$ cat src/rtl/seq_alu_pkg.sv
// Shared opcode map, FSM state type and shifter modes for seq_alu.
// SEQ_ALU_DIV_EN decides whether opcode 0011 is iterative or illegal.
package seq_alu_pkg;

  localparam logic [3:0] OP_ADD = 4'b0001;
  localparam logic [3:0] OP_SUB = 4'b0010;
  localparam logic [3:0] OP_DIV = 4'b0011;
  localparam logic [3:0] OP_MUL = 4'b0100;
  localparam logic [3:0] OP_AND = 4'b0101;
  localparam logic [3:0] OP_OR  = 4'b0110;
  localparam logic [3:0] OP_SRL = 4'b0111;
  localparam logic [3:0] OP_SRA = 4'b1000;
  localparam logic [3:0] OP_SLL = 4'b1001;
  localparam logic [3:0] OP_ROR = 4'b1010;
  localparam logic [3:0] OP_ROL = 4'b1011;

  localparam logic [2:0] SH_SRL = 3'd0;
  localparam logic [2:0] SH_SRA = 3'd1;
  localparam logic [2:0] SH_SLL = 3'd2;
  localparam logic [2:0] SH_ROR = 3'd3;
  localparam logic [2:0] SH_ROL = 3'd4;

  typedef enum logic [1:0] {
    IDLE = 2'd0,
    MUL  = 2'd1,
    DIV  = 2'd2
  } state_t;

  function automatic logic is_iterative(input logic [3:0] op);
`ifdef SEQ_ALU_DIV_EN
    return (op == OP_MUL) || (op == OP_DIV);
`else
    return op == OP_MUL;
`endif
  endfunction

endpackage

$ cat src/rtl/alu_shifter.sv
// Combinational barrel shifter / rotator: srl, sra, sll, ror, rol by 0..WIDTH-1.
// Latency 0; no flow control.
// Purely combinational, no backpressure.
module alu_shifter
  import seq_alu_pkg::*;
#(
  parameter int WIDTH = 32,
  parameter int SHW   = $clog2(WIDTH)
) (
  input  logic [WIDTH-1:0] value,
  input  logic [SHW-1:0]   amount,
  input  logic [2:0]       mode,
  output logic [WIDTH-1:0] result
);

  localparam logic [SHW:0] WFULL = (SHW+1)'(WIDTH);

  logic [SHW:0]       back_amt;
  logic [WIDTH-1:0]   ror_val;
  logic [WIDTH-1:0]   rol_val;

  // A shift of WIDTH yields zero, so amount 0 rotates cleanly to value itself.
  assign back_amt = WFULL - {1'b0, amount};
  assign ror_val  = (value >> amount) | (value << back_amt);
  assign rol_val  = (value << amount) | (value >> back_amt);

  always_comb begin
    case (mode)
      SH_SRL:  result = value >> amount;
      SH_SRA:  result = $unsigned($signed(value) >>> amount);
      SH_SLL:  result = value << amount;
      SH_ROR:  result = ror_val;
      SH_ROL:  result = rol_val;
      default: result = value;
    endcase
  end

endmodule

$ cat src/rtl/seq_alu.sv
// Multi-cycle ALU: single-cycle ops plus Booth multiply and (SEQ_ALU_DIV_EN) restoring divide.
// Latency: 1 cycle for single-cycle ops, WIDTH+1 cycles for mul/div after accept.
// start is ignored while busy; a new start may be accepted in the cycle done is high.
module seq_alu
  import seq_alu_pkg::*;
#(
  parameter int WIDTH = 32,
  parameter int SHW   = $clog2(WIDTH)
) (
  input  logic             clk,
  input  logic             rst_n,
  input  logic             start,
  input  logic [3:0]       op,
  input  logic [WIDTH-1:0] a,
  input  logic [WIDTH-1:0] b,
  output logic             busy,
  output logic             done,
  output logic [WIDTH-1:0] lo,
  output logic [WIDTH-1:0] hi,
  output logic             err
);

  localparam logic [SHW-1:0] LAST = '1;

  state_t           state, state_nxt;
  logic [SHW-1:0]   cnt, cnt_nxt;
  logic [WIDTH:0]   acc, acc_nxt;
  logic [WIDTH-1:0] qreg, qreg_nxt;
  logic [WIDTH-1:0] mreg, mreg_nxt;
  logic             q1, q1_nxt;
  logic             done_nxt, err_nxt;
  logic [WIDTH-1:0] lo_nxt, hi_nxt;

  logic [WIDTH:0]   add_full, sub_full;
  logic [2:0]       sh_mode;
  logic [WIDTH-1:0] sh_result;
  logic             go_iter;

  assign busy     = (state != IDLE);
  assign add_full = {1'b0, a} + {1'b0, b};
  assign sub_full = {1'b0, a} - {1'b0, b};
  assign go_iter  = is_iterative(op) && !((op == OP_DIV) && (b == '0));

  always_comb begin
    case (op)
      OP_SRA:  sh_mode = SH_SRA;
      OP_SLL:  sh_mode = SH_SLL;
      OP_ROR:  sh_mode = SH_ROR;
      OP_ROL:  sh_mode = SH_ROL;
      default: sh_mode = SH_SRL;
    endcase
  end

  alu_shifter #(.WIDTH(WIDTH), .SHW(SHW)) u_shifter (
    .value  (a),
    .amount (b[SHW-1:0]),
    .mode   (sh_mode),
    .result (sh_result)
  );

  // Booth step: acc is one bit wider so subtracting the most negative multiplicand cannot overflow.
  logic [WIDTH:0]   m_ext, booth_sum, booth_acc;
  logic [WIDTH-1:0] booth_q;

  always_comb begin
    m_ext = {mreg[WIDTH-1], mreg};
    case ({qreg[0], q1})
      2'b01:   booth_sum = acc + m_ext;
      2'b10:   booth_sum = acc - m_ext;
      default: booth_sum = acc;
    endcase
    booth_acc = {booth_sum[WIDTH], booth_sum[WIDTH:1]};
    booth_q   = {booth_sum[0], qreg[WIDTH-1:1]};
  end

`ifdef SEQ_ALU_DIV_EN
  // Restoring step: acc holds the partial remainder, qreg shifts dividend out and quotient in.
  logic [WIDTH:0] div_shift, div_diff, div_rem;
  logic           div_ok;

  always_comb begin
    div_shift = {acc[WIDTH-1:0], qreg[WIDTH-1]};
    div_diff  = div_shift - {1'b0, mreg};
    div_ok    = ~div_diff[WIDTH];
    div_rem   = div_ok ? div_diff : div_shift;
  end
`endif

  always_comb begin
    state_nxt = state;
    cnt_nxt   = cnt;
    acc_nxt   = acc;
    qreg_nxt  = qreg;
    mreg_nxt  = mreg;
    q1_nxt    = q1;
    done_nxt  = 1'b0;
    lo_nxt    = lo;
    hi_nxt    = hi;
    err_nxt   = err;

    case (state)
      IDLE: begin
        if (start) begin
          if (go_iter) begin
            cnt_nxt = '0;
            acc_nxt = '0;
            q1_nxt  = 1'b0;
            if (op == OP_MUL) begin
              state_nxt = MUL;
              mreg_nxt  = a;
              qreg_nxt  = b;
            end
`ifdef SEQ_ALU_DIV_EN
            else begin
              state_nxt = DIV;
              mreg_nxt  = b;
              qreg_nxt  = a;
            end
`endif
          end else begin
            done_nxt = 1'b1;
            err_nxt  = 1'b0;
            lo_nxt   = '0;
            hi_nxt   = '0;
            case (op)
              OP_ADD: begin
                lo_nxt = add_full[WIDTH-1:0];
                hi_nxt = {{(WIDTH-1){1'b0}}, add_full[WIDTH]};
              end
              OP_SUB: begin
                lo_nxt = sub_full[WIDTH-1:0];
                hi_nxt = {{(WIDTH-1){1'b0}}, sub_full[WIDTH]};
              end
`ifdef SEQ_ALU_DIV_EN
              OP_DIV: begin
                lo_nxt  = '1;
                hi_nxt  = a;
                err_nxt = 1'b1;
              end
`endif
              OP_AND: lo_nxt = a & b;
              OP_OR:  lo_nxt = a | b;
              OP_SRL, OP_SRA, OP_SLL, OP_ROR, OP_ROL: lo_nxt = sh_result;
              default: err_nxt = 1'b1;
            endcase
          end
        end
      end

      MUL: begin
        acc_nxt  = booth_acc;
        qreg_nxt = booth_q;
        q1_nxt   = qreg[0];
        cnt_nxt  = cnt + SHW'(1);
        if (cnt == LAST) begin
          state_nxt = IDLE;
          done_nxt  = 1'b1;
          lo_nxt    = booth_q;
          hi_nxt    = booth_acc[WIDTH-1:0];
          err_nxt   = 1'b0;
        end
      end

`ifdef SEQ_ALU_DIV_EN
      DIV: begin
        acc_nxt  = div_rem;
        qreg_nxt = {qreg[WIDTH-2:0], div_ok};
        cnt_nxt  = cnt + SHW'(1);
        if (cnt == LAST) begin
          state_nxt = IDLE;
          done_nxt  = 1'b1;
          lo_nxt    = {qreg[WIDTH-2:0], div_ok};
          hi_nxt    = div_rem[WIDTH-1:0];
          err_nxt   = 1'b0;
        end
      end
`endif

      default: state_nxt = IDLE;
    endcase
  end

  always_ff @(posedge clk or negedge rst_n) begin
    if (!rst_n) state <= IDLE;
    else        state <= state_nxt;
  end

  always_ff @(posedge clk or negedge rst_n) begin
    if (!rst_n) begin
      cnt  <= '0;
      acc  <= '0;
      qreg <= '0;
      mreg <= '0;
      q1   <= 1'b0;
      done <= 1'b0;
      lo   <= '0;
      hi   <= '0;
      err  <= 1'b0;
    end else begin
      cnt  <= cnt_nxt;
      acc  <= acc_nxt;
      qreg <= qreg_nxt;
      mreg <= mreg_nxt;
      q1   <= q1_nxt;
      done <= done_nxt;
      lo   <= lo_nxt;
      hi   <= hi_nxt;
      err  <= err_nxt;
    end
  end

endmodule

$ cat config.mk
export PLATFORM = sky130hd
export DESIGN_NAME = seq_alu
export DESIGN_NICKNAME = d
export VERILOG_FILES = /design/src/rtl/seq_alu_pkg.sv /design/src/rtl/alu_shifter.sv /design/src/rtl/seq_alu.sv
export SDC_FILE = /design/constraint.sdc
export NUM_CORES = 1
export LEC_CHECK = 0
export ABC_AREA = 1
export BUFFER_PORTS_ARGS = -buffer_cell sky130_fd_sc_hd__buf_2
export CORE_ASPECT_RATIO = 2
export CORE_MARGIN = 1
export CORE_UTILIZATION = 48
export CTS_BUF_LIST = sky130_fd_sc_hd__clkbuf_4 sky130_fd_sc_hd__clkbuf_8
export DETAILED_ROUTE_END_ITERATION = 10
export PLACE_DENSITY = 0.61
export RECOVER_POWER = 25
export SLEW_MARGIN = 20
export SYNTH_ARGS = -nofsm -noshare
export SYNTH_HDL_FRONTEND = slang
export SYNTH_SLANG_ARGS = --single-unit
$ cat constraint.sdc
create_clock -name clk -period 11.4 [get_ports clk]
set_clock_uncertainty 0.2 [all_clocks]
set_input_delay 1.14 -clock clk [delete_from_list [all_inputs] [get_ports clk]]
set_output_delay 1.14 -clock clk [all_outputs]
set_load 0.005 [all_outputs]
==> flow_metrics.tcl, run 1 <==
set metrics [dict create \
    cts_buffer_depth 2 \
    status "aborted with a tool error" \
    hold_buffers 0 \
    failing_step "global routing" \
    numPortBuffers 137 \
    yosys.area.top_type "dfrtp_1" \
    synth_flop_cell "dfrtp_1" \
    postCtsSetupBuffers 0 \
    cts.htree.levels 4 \
    gp_congestion 1.16 \
    std_cell_rows 111 \
    numCtsBuffers 17 \
    seq_area_frac_synth_pct 19.0 \
    grt_overflow_total 369 \
    netlist_area_sq_um 22300 \
    ys_types 51 \
    cts_sinks 169 \
    synth-async-reset-ratio_pct 100 \
    grt_pass1_vias 32500 \
    grt_pass1_wl_mm 241 \
    synth-edff-count 0 \
    hpwlAfterDp_mm 102 \
    ioPinCount 138 \
    yosysWarnings 0 \
    grt_start_max_net_pins 106 \
    track_usage_pct 68.5 \
    cts-root-buf "clkbuf_8" \
    dieWidth_um 154 \
    netlist.area_leader.share_pct 19.0 \
    floorplan.initialDensity_pct 48.6 \
    cts.repair.resized 0 \
    syn_inst 3866 \
    die_h_um 307 \
    synthesis.nets 4074 \
    syn_avg_cell_area_sq_um 5.76 \
    ys_ff_latch 169 \
    tool.error "[ERROR GRT-0116] Global routing finished with congestion. Check the congestion regions in the DRC Viewer." \
    yosys-top-cells-area "dfrtp_1 (19%), nand2_1 (18%), nand3_1 (16%)" \
]
-- logic make-up after synthesis --
logic type	after synthesis	share of synthesized area (%)
AND/OR/NAND/NOR	2260	43.9
AO/OA/AOI/OAI	678	17.3
buffers and inverters	580	10.4
flip-flops	169	19.0
adder cells (fa/ha/maj)	137	7.80
XOR/XNOR	42	1.65
-- cells in the mapped netlist, types with 8 or more instances --
cell type,number
inv_2,14
clkbuf_1,102
o22ai_1,11
nand3b_1,9
inv_1,365
o21a_1,8
o21bai_1,16
buf_4,9
a31oi_1,8
buf_1,24
nand3_1,721
ha_1,134
o21ai_0,234
a21oi_1,246
nor2_2,8
nor3_1,25
o21ai_1,16
nand4_1,52
nand2_1,1076
xor2_1,38
o211ai_1,102
or2_2,15
a21o_1,10
and2_1,15
dfrtp_1,169
buf_2,53
nor2_1,313
-- layer usage --
metal,track usage (%),overflow
met2,93.4,240
met3,44.4,3
met5,16.0,0
met1,64.3,3
met4,75.8,123
-- per-stage QoR --
step | cell area, sq um | setup WS, ns | cells | hold WS (ns) | util, %
after global placement | 23100 | 6.06 | 4412 | 0.260 | 50.4
after CTS | 23500 | 6.27 | 4444 | 0.291 | 51.4
after detailed placement | 23100 | 6.12 | 4412 | 0.263 | 50.4
after floorplan | 22300 | 7.62 | 3866 | 0.259 | -
==> run 2, diff against run 1 <==
--- a/config.mk
+++ b/config.mk
@@ -7,12 +7,10 @@
 export LEC_CHECK = 0
 export ABC_AREA = 1
 export BUFFER_PORTS_ARGS = -buffer_cell sky130_fd_sc_hd__buf_2
-export CORE_ASPECT_RATIO = 2
 export CORE_MARGIN = 1
-export CORE_UTILIZATION = 48
-export CTS_BUF_LIST = sky130_fd_sc_hd__clkbuf_4 sky130_fd_sc_hd__clkbuf_8
+export CORE_UTILIZATION = 33
 export DETAILED_ROUTE_END_ITERATION = 10
-export PLACE_DENSITY = 0.61
+export PLACE_DENSITY_LB_ADDON = 0.15
 export RECOVER_POWER = 25
 export SLEW_MARGIN = 20
 export SYNTH_ARGS = -nofsm -noshare
==> run 2 against run 1 <==
The flow now finishes, with violations (max-capacitance violations, max-slew violations). Synthesized area unchanged. Synthesized cell count is the same.
==> flow_metrics.tcl, run 2 <==
set metrics [dict create \
    drc 0 \
    cts_tree "yes" \
    routed_wl_mm 115 \
    antenna_found_initial 5 \
    fmax_mhz 150 \
    worstSetupEndpointType "async pin" \
    final_cell_mix "nand2_1 (1074), nand3_1 (721), inv_1 (360)" \
    ys_types 51 \
    grt_overflow_total 0 \
    drive_above_1_share_pct 6.51 \
    nNetsFinal 4064 \
    netlist.area_leader.share_pct 19.0 \
    finalHoldViolations 0 \
    max_stage_delay_ns 3.72 \
    syn_avg_cell_area_sq_um 5.76 \
    slew_viol_final 97 \
    detail_route.iter0.violations 3540 \
    rsz0062_at_grt "false" \
    gp_congestion 1.02 \
    timing.rr.start "mreg[1]" \
    cp.depth 1 \
    p_seq_share_pct 24.4 \
    critPathRequiredTime_ns 9.69 \
    firstDrtPassIters 6 \
    fin_crit_sh_pct 58.5 \
    final_common_cell "nand2_1" \
    synthMostInstantiatedCell "nand2_1" \
    postCtsSetupBuffers 0 \
    start_kind "input port" \
    tns_ns 0 \
    min_period_ns 6.66 \
    peakVddDrop_v 0.000122 \
    critPathBufInv 1 \
    cts.htree.levels 4 \
    hpwlAfterDp_mm 86.1 \
    grt_pass1_wl_mm 168 \
    crit_chain "clkbuf_1" \
    yosysWarnings 0 \
    grt_pass1_vias 25400 \
    die_area_sq_um 68500 \
    floorplan.initialDensity_pct 33.6 \
    power_switching_share_pct 53.3 \
    crit_slowest_cell "clkbuf_1" \
    slew_headroom_pct -262 \
    ioPinCount 138 \
    track_usage_pct 32.9 \
    r2r_cells 24 \
    ys_ff_latch 169 \
    syn_inst 3866 \
    dieWidth_um 262 \
    cp-startpoint "rst_n" \
    worst_slew_pin_slew_ns 5.42 \
    clkPwrFrac_pct 14.5 \
    hold_path.class "reg2reg" \
    crit_family "buffers and inverters" \
    worstSetupPathType "in2async" \
    vias 27800 \
    power_switching_mw 2.32 \
    leakage_nw 11.9 \
    cap_violations 1 \
    cts-root-buf "clkbuf_16" \
    diodes 0 \
    p_comb_share_pct 61.1 \
    failed_checks "max-capacitance violations, max-slew violations" \
    clock_latency_ns 0.46 \
    viasPerCell 5.86 \
    synth-edff-count 0 \
    std_cell_rows 94 \
    drt-wirelength-per-cell_um 24.2 \
    synthesis.nets 4074 \
    synth-async-reset-ratio_pct 100 \
    yosys-top-cells-area "dfrtp_1 (19%), nand2_1 (18%), nand3_1 (16%)" \
    numCtsBuffers 17 \
    synth_commonest_cells "nand2_1 (1076), nand3_1 (721), inv_1 (365)" \
    status "finished with violations" \
    coreArea_sq_um 66300 \
    crit_end "state[0]" \
    synth_flop_cell "dfrtp_1" \
    yosys.area.top_type "dfrtp_1" \
    reg2reg_setup_slack_ns 6.77 \
    finalSetupViolCount 0 \
    cts_sinks 169 \
    netlist_area_sq_um 22300 \
    cts_buffer_depth 2 \
    postRouteAntennaNets 0 \
    grt_start_max_net_pins 97 \
    whs_ns 0.274 \
    area_growth_pct 7.88 \
    hold_buffers 0 \
    path_max_fanout 96 \
    numPortBuffers 137 \
    seq_area_frac_synth_pct 19.0 \
    power.density_nw_per_um2 181 \
    arrival_ns 4.95 \
    cts.clk_slew.worst_paths_ns 0.08 \
    die_h_um 262 \
    p_int_mw 2.03 \
    cts.repair.resized 0 \
    r2r-end "acc[28]" \
]
-- run 2: cell counts after synthesis --
Identical to the previous run, type by type.
-- run 2: cell families (layout without fill, tap and decap cells) --
logic type | after synthesis | after routing | synth area share (%)
AO/OA/AOI/OAI | 678 | 678 | 17.3
adder cells (fa/ha/maj) | 137 | 137 | 7.80
AND/OR/NAND/NOR | 2260 | 2260 | 43.9
XOR/XNOR | 42 | 42 | 1.65
flip-flops | 169 | 169 | 19.0
buffers and inverters | 580 | 583 | 10.4
-- run 2: layer usage --
layer  vias up  track usage, %  wire (um)
li1      12900               -          -
met1     13100            45.7      49300
met4         2            14.8       5650
met3       214            4.93      10800
met2      1471            50.1      48900
met5         -               0         12
-- run 2: worst min-delay path: stages, from the launching register on --
cell and delay (ns):
dfrtp_1 0.34, nand2_1 0.05, nand2_1 0.05
-- run 2: how the worst min path moves through the flow --
stage / slack (ns) / depth (start not counted) / end / start
after floorplan: 0.26 / 1 / cnt[3] / cnt[3]
after global placement: 0.26 / 2 / hi[28] / hi[28]
after detailed placement: 0.26 / 2 / hi[30] / hi[30]
after CTS: 0.28 / 2 / hi[30] / hi[30]
after global routing: 0.30 / 2 / hi[20] / hi[20]
final: 0.27 / 2 / hi[30] / hi[30]
-- run 2: through the flow --
step	utilization (%)	area (sq um)	setup WS (ns)	total power, mW	std cells
finish	36.2	24000	4.74	4.36	4733
global route	36.2	24000	3.54	4.74	4733
CTS	36.3	24100	6.47	4.33	4733
detailed placement	35.3	23400	5.99	3.69	4701
global placement	35.3	23400	6.03	3.69	4701
floorplan	-	22300	7.62	2.80	3866
-- run 2: power by group through the flow --
stage | clock network [mW] | registers [mW] | logic, mW
6_report | 0.631 | 1.06 | 2.66
5_1_grt | 0.662 | 1.09 | 2.98
4_1_cts | 0.643 | 1.06 | 2.63
3_5_place_dp | 0 | 1.07 | 2.62
3_3_place_gp | 0 | 1.07 | 2.62
2_1_floorplan | 0 | 0.987 | 1.81
-- run 2: layout make-up --
type / instances / area, sq um
Tap cell: 864 / 1080
Fill cell: 7705 / 42300
Clock inverter: 15 / 196
Multi-Input combinational cell: 3117 / 15800
Inverter: 386 / 1460
Clock buffer: 17 / 425
Sequential cell: 169 / 4230
Timing Repair Buffer: 165 / 887
(Power assumes the default switching activity.)
